==> config.mk <==
export PLATFORM = sky130hd
export DESIGN_NAME = tile_blitter
export DESIGN_NICKNAME = d
export VERILOG_FILES = /design/src/rtl/tile_blitter.sv
export SDC_FILE = /design/constraint.sdc
export NUM_CORES = 1
export LEC_CHECK = 0
export CAP_MARGIN = 20
export CELL_PAD_IN_SITES_DETAIL_PLACEMENT = 0
export CELL_PAD_IN_SITES_GLOBAL_PLACEMENT = 2
export CORE_MARGIN = 2
export CORE_UTILIZATION = 33
export DETAILED_ROUTE_END_ITERATION = 16
export PLACE_DENSITY_LB_ADDON = 0.1
export SETUP_SLACK_MARGIN = 0.4
export SLEW_MARGIN = 20
export SYNTH_ARGS = -nofsm -noshare
export SYNTH_HDL_FRONTEND = slang
export SYNTH_SLANG_ARGS = --single-unit
==> constraint.sdc <==
create_clock -name Clk -period 6.85 [get_ports Clk]
set_input_delay 1.37 -clock Clk [delete_from_list [all_inputs] [get_ports Clk]]
set_output_delay 1.37 -clock Clk [all_outputs]
set_load 0.01 [all_outputs]
==> src/rtl/tile_blitter.sv <==
// Copies one TILE_WIDTH^2 sprite from ROM into the framebuffer at a grid cell; 2-stage ROM->FB pipe.
// Optional macro TRANSPARENCY_EN: pixels equal to TRANSP_IDX are skipped instead of written.
module tile_blitter #(
  parameter int ORIGIN_X   = 254,
  parameter int ORIGIN_Y   = 32,
  parameter int TILE_WIDTH = 32,
  parameter int GRID_TILES = 11,
  parameter int FB_WIDTH   = 640,
  parameter int PIX_W      = 8
`ifdef TRANSPARENCY_EN
  ,
  parameter int TRANSP_IDX = 0
`endif
) (
  input  logic             Clk,
  input  logic             Reset,
  input  logic             req_valid,
  output logic             req_ready,
  input  logic [3:0]       tile_x,
  input  logic [3:0]       tile_y,
  input  logic [5:0]       tile_id,
  output logic             rom_en,
  output logic [15:0]      rom_addr,
  input  logic [PIX_W-1:0] rom_data,
  output logic             fb_we,
  output logic [18:0]      fb_addr,
  output logic [PIX_W-1:0] fb_data,
  input  logic             fb_ready,
  output logic             done,
  output logic             err
);

  localparam int TW_LOG = $clog2(TILE_WIDTH);
  localparam int RW     = 2 * TW_LOG;
  localparam logic [RW-1:0]     LAST_REL = RW'(TILE_WIDTH * TILE_WIDTH - 1);
  localparam logic [TW_LOG-1:0] PX_LAST  = '1;
  localparam logic [3:0]        GRID_LIM = 4'(GRID_TILES);
  localparam logic [18:0]       ROW_STEP = 19'(FB_WIDTH - TILE_WIDTH + 1);

  typedef enum logic [1:0] {IDLE, RUN, DRAIN, DONE} state_e;

  state_e           state_q, state_d;
  logic [RW-1:0]    rel_q, rel_d;
  logic [5:0]       id_q, id_d;
  logic             err_q, err_d;
  logic             s1_vld_q, s1_vld_d;
  logic [18:0]      issue_addr_q, issue_addr_d;
  logic [18:0]      fb_addr_q, fb_addr_d;

  logic accept, in_range, fb_we_int, stall, issue;
  logic [18:0] base_addr;

  assign accept   = req_valid && (state_q == IDLE);
  assign in_range = (tile_x < GRID_LIM) && (tile_y < GRID_LIM);
`ifdef TRANSPARENCY_EN
  assign fb_we_int = s1_vld_q && (rom_data != PIX_W'(TRANSP_IDX));
`else
  assign fb_we_int = s1_vld_q;
`endif
  assign stall = fb_we_int && !fb_ready;
  assign issue = (state_q == RUN) && !stall;
  // Constant-coefficient products only; evaluated once per request.
  assign base_addr = 19'((ORIGIN_Y + int'(tile_y) * TILE_WIDTH) * FB_WIDTH
                         + ORIGIN_X + int'(tile_x) * TILE_WIDTH);

  always_ff @(posedge Clk or posedge Reset) begin
    if (Reset) state_q <= IDLE;
    else       state_q <= state_d;
  end

  always_comb begin
    state_d = state_q;
    case (state_q)
      IDLE:    if (accept) state_d = in_range ? RUN : DONE;
      RUN:     if (issue && rel_q == LAST_REL) state_d = DRAIN;
      DRAIN:   if (!s1_vld_q) state_d = DONE;
      default: state_d = IDLE;
    endcase
  end

  always_comb begin
    rel_d        = rel_q;
    id_d         = id_q;
    err_d        = err_q;
    s1_vld_d     = s1_vld_q;
    issue_addr_d = issue_addr_q;
    fb_addr_d    = fb_addr_q;
    if (accept) begin
      rel_d        = '0;
      id_d         = tile_id;
      err_d        = !in_range;
      issue_addr_d = base_addr;
    end
    if (!stall) begin
      s1_vld_d = issue;
      if (issue) begin
        fb_addr_d    = issue_addr_q;
        issue_addr_d = issue_addr_q + ((rel_q[TW_LOG-1:0] == PX_LAST) ? ROW_STEP : 19'd1);
        rel_d        = rel_q + RW'(1);
      end
    end
  end

  always_ff @(posedge Clk or posedge Reset) begin
    if (Reset) begin
      rel_q        <= '0;
      id_q         <= '0;
      err_q        <= 1'b0;
      s1_vld_q     <= 1'b0;
      issue_addr_q <= '0;
      fb_addr_q    <= '0;
    end else begin
      rel_q        <= rel_d;
      id_q         <= id_d;
      err_q        <= err_d;
      s1_vld_q     <= s1_vld_d;
      issue_addr_q <= issue_addr_d;
      fb_addr_q    <= fb_addr_d;
    end
  end

  always_comb begin
    req_ready = (state_q == IDLE);
    rom_en    = issue;
    rom_addr  = issue ? 16'({id_q, rel_q}) : 16'd0;
    fb_we     = fb_we_int;
    fb_addr   = s1_vld_q ? fb_addr_q : 19'd0;
    fb_data   = s1_vld_q ? rom_data : '0;
    done      = (state_q == DONE);
    err       = (state_q == DONE) && err_q;
  end

endmodule

After elaboration in Yosys (flattened, before gate mapping)

Cells that the tools add are included.

Register bits: 58
Output and inout bits: 48

Multiply operators: 1
$add $sub $neg: 5
Multiplexer cells: 15
Bitwise operators: 1
Equality and inequality tests: 8
Reduce and logical (&&, ||, !) cells: 12
Order comparisons: 2

Operator list:

| cell                  | count |
|---|---|
| $mux 19               | 4 |
| $mux 10               | 4 |
| $add 19x10->19        | 1 |
| $add 19x8->19 const B | 1 |
| $add 19x9->19         | 1 |
| $mux 16               | 1 |
| $mul 10x3->12 const B | 1 |
| $add 10x1->10 const B | 1 |
| $add 6x9->10 const A  | 1 |
| $eq 10x10->1 const B  | 1 |
| $lt 4x4->1 const B    | 2 |
| $mux 2                | 4 |
| $mux 8                | 1 |
| $logic_and 1x1->1     | 6 |
| $pmux 2 s3            | 1 |
| $eq 5x5->1 const B    | 1 |
| $eq 2x2->1 const B    | 2 |
| $ne 2x1->1 const B    | 2 |
| $logic_not 1->1       | 3 |
| $reduce_and 3->1      | 1 |
| $eq 2x1->1 const B    | 1 |
| $logic_not 2->1       | 1 |
| $ne 2x2->1 const B    | 1 |
| $reduce_and 2->1      | 1 |
| $not 1->1             | 1 |

Depth between registers and ports, before layout

Word-level depth: 7
Gate-level depth with buffers: 9
Mapped depth without buffers: 9

Worst setup path after synthesis

Ideal clock, no wire load.

Kind: input port to output port
Start: in fb_ready
End: out rom_addr[10]
Slack: 3.345 ns
Path buffers: 2
Data required time: 5.480 ns
Arrival: 2.135 ns
Cell stages on the path: 4
Cell sequence: nand2b_1 > clkbuf_1 > clkbuf_1 > and3_1

Cells in the longest elaborated chain, start to end: 5

RTL lines:

| item              | line | source |
|---|---|---|
| start, declared   | 28   | `input logic fb_ready,` |
| $logic_not 1->1   | 60   | `assign stall = fb_we_int && !fb_ready;` |
| $logic_and 1x1->1 | 60   |  |
| $logic_not 1->1   | n/a  |  |
| $logic_and 1x1->1 | 61   | `assign issue = (state_q == RUN) && !stall;` |
| $mux 16           | 125  | `rom_addr = issue ? 16'({id_q, rel_q}) : 16'd0;` |
| end, declared     | 23   | `output logic [15:0] rom_addr,` |

No other way between the ends.

Worst setup path after layout

Start: in fb_ready
End: out rom_en

Cells in the longest elaborated chain, start to end: 4

RTL lines:

| item              | line | source |
|---|---|---|
| $logic_not 1->1   | 60   |  |
| $logic_and 1x1->1 | 60   |  |
| $logic_not 1->1   | n/a  |  |
| $logic_and 1x1->1 | 61   |  |
| end, declared     | 22   | `output logic rom_en,` |

No other way between the ends.

==> results.ini <==
[detailed_routing]
routedWlPerCell_um=14.9
viasPerCell=4.94
routed-via-count=2940
drt_wl_total_um=8880
drtIter0Drc=155
dr.pass1.iters=4
drcViolationCount=0
antenna_left=0

[placed_design]
port_buffers=73
placedCellCount=579
gp_congestion=0.782
dpl.hpwl_um=6010

[timing]
rsz0062_at_grt=false
period_share_pct=71.7
max_freq_mhz=204
period_needed_ns=4.91
worst_pin_slew_ns=0.846
hold_viol_final=0
finalSetupViolations=0
fin_worst_skew_ns=0.0109
final.setup.tns_ns=0
relSlewSlack_pct=43.6
slew_viol_final=0

[final_layout]
regArea_um2=1450
area_growth_pct=31.0
drive_gt1_share_pct=7.41
nets=503
multiInputGateArea_um2=1900
antenna_cells=0
layoutNonFillerInstCount=595
n_fill_cell=1037

[synth]
syn_nets=433
async_flop_share_pct=100
synth-simple-area-share_pct=27.2
synth_cell_types=54
synthAdderAreaFrac_pct=8.69
synth.area.top_cells=dfrtp_1, nand2_1, ha_1
synth_compound_area_share_pct=13.0
synthCells=384
synth-main-ff-cell=dfrtp_1
synth_edf_count=0
synth_seq_area_share_pct=41.6
yosys-top-cells-count=nand2_1, dfrtp_1, and2_1, and3_1, ha_1
synth.ff_latch_count=58
synth-xor-area-share_pct=2.76
synthMuxAreaShare_pct=2.84
yosys_warnings=0
yosysTopAreaCellShare_pct=41.6
avgSynthCellArea_um2=9.08
synth_top_family_by_area=simple AND/OR/NAND/NOR gates
yosysMostFrequentCell=nand2_1
netlist_area_um2=3490
yosys.area.top_type=dfrtp_1

[clock_network]
cts_buffer_depth=2
path_clk_slew_ns=0.07
clock-sinks=58
cts_hold_buf=0
cts_setup_buffers=0
cts_root_buf=clkbuf_8
cts_buffers=9
cts_tree=built
htreeDepth=3
insertion_delay_ns=0.35
cts_resized=0

[pwr]
peakVddDrop_mv=0.0973
p_leak_nw=2.14
clock_power_share_pct=34.7
powerDensity_nw_per_um2=243
switching_share_pct=29.9
p_seq_share_pct=40.7
combPwrFrac_pct=24.6
p_sw_mw=0.332
intPower_mw=0.779

[setup_path]
reg2reg_from=fb_we$_DFFE_PP0N_
max_stage_delay_ns=0.63
slowest_stage=clkdlybuf4s50_1
crit_family=buffers and inverters
reg2reg_depth=5
endpoint_kind=output pin
regToRegEndpoint=issue_addr_q[17]$_DFF_PP0_
critPathRequiredTime_ns=5.48
worst-path-max-fanout=37
cp_cell_sequence=clkdlybuf4s50_1, nand2b_1, nand2_1, inv_2, buf_4, clkdlybuf4s50_1
path_buf_inv=4
criticalPathCategory=in2out
cp_common_cell=clkdlybuf4s50_1
start_kind=input pin
reg2reg_slack_ns=3.71
arrival_ns=3.54

[status]
status=finished, final reports clean

[global_routing]
grt_pass1_wl_um=14600
grt_pass1_vias=2867
overflow=0
grt_util_all_layers_pct=16.4
grt_max_degree=59
grt_antenna_before_repair=0

[floorplanning]
start_util_pct=33.9
die_x_um=107
rows=37
die_area_um2=11400
fp.dieH_um=107
ios=74
design.core.area_um2=10300

[worst_hold_path]
hp-class=reg2reg
worstHoldStart=fb_addr_q[4]$_DFFE_PP0P_
min_delay_path_depth=2
hold_end=fb_addr_q[4]$_DFFE_PP0P_

[flow_run]
max_cap_viol_count=0

[metal layers]
metal	GRT usage, %	wire length (µm)
met5	0	0
met4	6.22	125
met3	4.07	492
met2	23.7	3720
met1	23.6	4540
[state kept, by name, summed over array words and instances (netlist names)]
| signal | flops |
|---|---|
| fb_addr_q | 19 |
| issue_addr_q | 19 |
| rel_q | 10 |
| id_q | 6 |
| state_q | 2 |
| err_q | 1 |
| fb_we | 1 |
[final cells by class]
cell class | instances | share of cell area [%]
multi-input combinational | 293 | 41.6
timing repair buffer | 76 | 16.5
inverter | 16 | 1.31
clock buffer | 10 | 2.79
tap | 136 | 3.73
sequential | 58 | 31.8
clock inverter | 6 | 2.30
[worst min-delay path: cells and delay by family, from the launching register on]
family        cells  cell delay (ns)
simple gates      2             0.10
flops             1             0.34
[cells in the final DEF, fill, tap and decap left out, types with 3 or more instances in the layout]
master           instances
nand2_1                 73
clkdlybuf4s50_1         73
dfrtp_1                 58
and2_1                  31
and3_1                  26
ha_1                    21
nor2_1                  17
o21ai_0                 16
inv_1                   14
a21oi_1                 14
nand3_1                 11
xor2_1                   9
clkbuf_8                 9
mux2_2                   6
nand4_1                  5
o21ai_1                  5
a311oi_1                 5
a21o_1                   4
a31oi_1                  3
o211ai_1                 3
a211oi_1                 3
clkinv_2                 3
bufinv_16                3
buf_4                    3
[per-stage QoR]
stage / util (%) / worst slack (ns) / total power, mW / cell area (µm²) / hold slack, ns
6_report: 44.4 / 1.94 / 1.11 / 4570 / 0.466
2_1_floorplan: - / 3.35 / 0.614 / 3490 / 0.437
3_5_place_dp: 42.2 / 1.96 / 0.734 / 4340 / 0.457
5_1_grt: 44.4 / 1.77 / 1.18 / 4570 / 0.486
4_1_cts: 44.4 / 1.96 / 1.13 / 4570 / 0.475
3_3_place_gp: 42.2 / 1.97 / 0.730 / 4340 / 0.451
[power by group through the flow]
stage / sequential (mW) / clock (mW) / combinational (mW)
after floorplan: 0.439 / 0 / 0.174
after global placement: 0.457 / 0 / 0.274
after detailed placement: 0.458 / 0 / 0.276
after CTS: 0.452 / 0.397 / 0.277
after global routing: 0.463 / 0.417 / 0.306
final: 0.452 / 0.386 / 0.273
[logic make-up (layout without fill, tap and decap cells)]
family	Yosys count	in the layout
AO/OA/AOI/OAI	69	69
XOR/XNOR	11	11
adder cells (fa/ha/maj)	23	23
buffers and inverters	33	108
flip-flops	58	58
multiplexers	9	9
AND/OR/NAND/NOR	181	181
[how the worst max path moves through the flow]
stage | start | end | slack (ns) | depth (start not counted)
after global routing | fb_ready | rom_en | 1.77 | 6
after detailed placement | fb_ready | rom_en | 1.96 | 6
after global placement | fb_ready | rom_en | 1.97 | 6
after CTS | fb_ready | rom_en | 1.96 | 6
final | fb_ready | rom_en | 1.94 | 6
after floorplan | fb_ready | rom_addr[10] | 3.35 | 4
No activity file was read; power rests on OpenSTA's default activity.
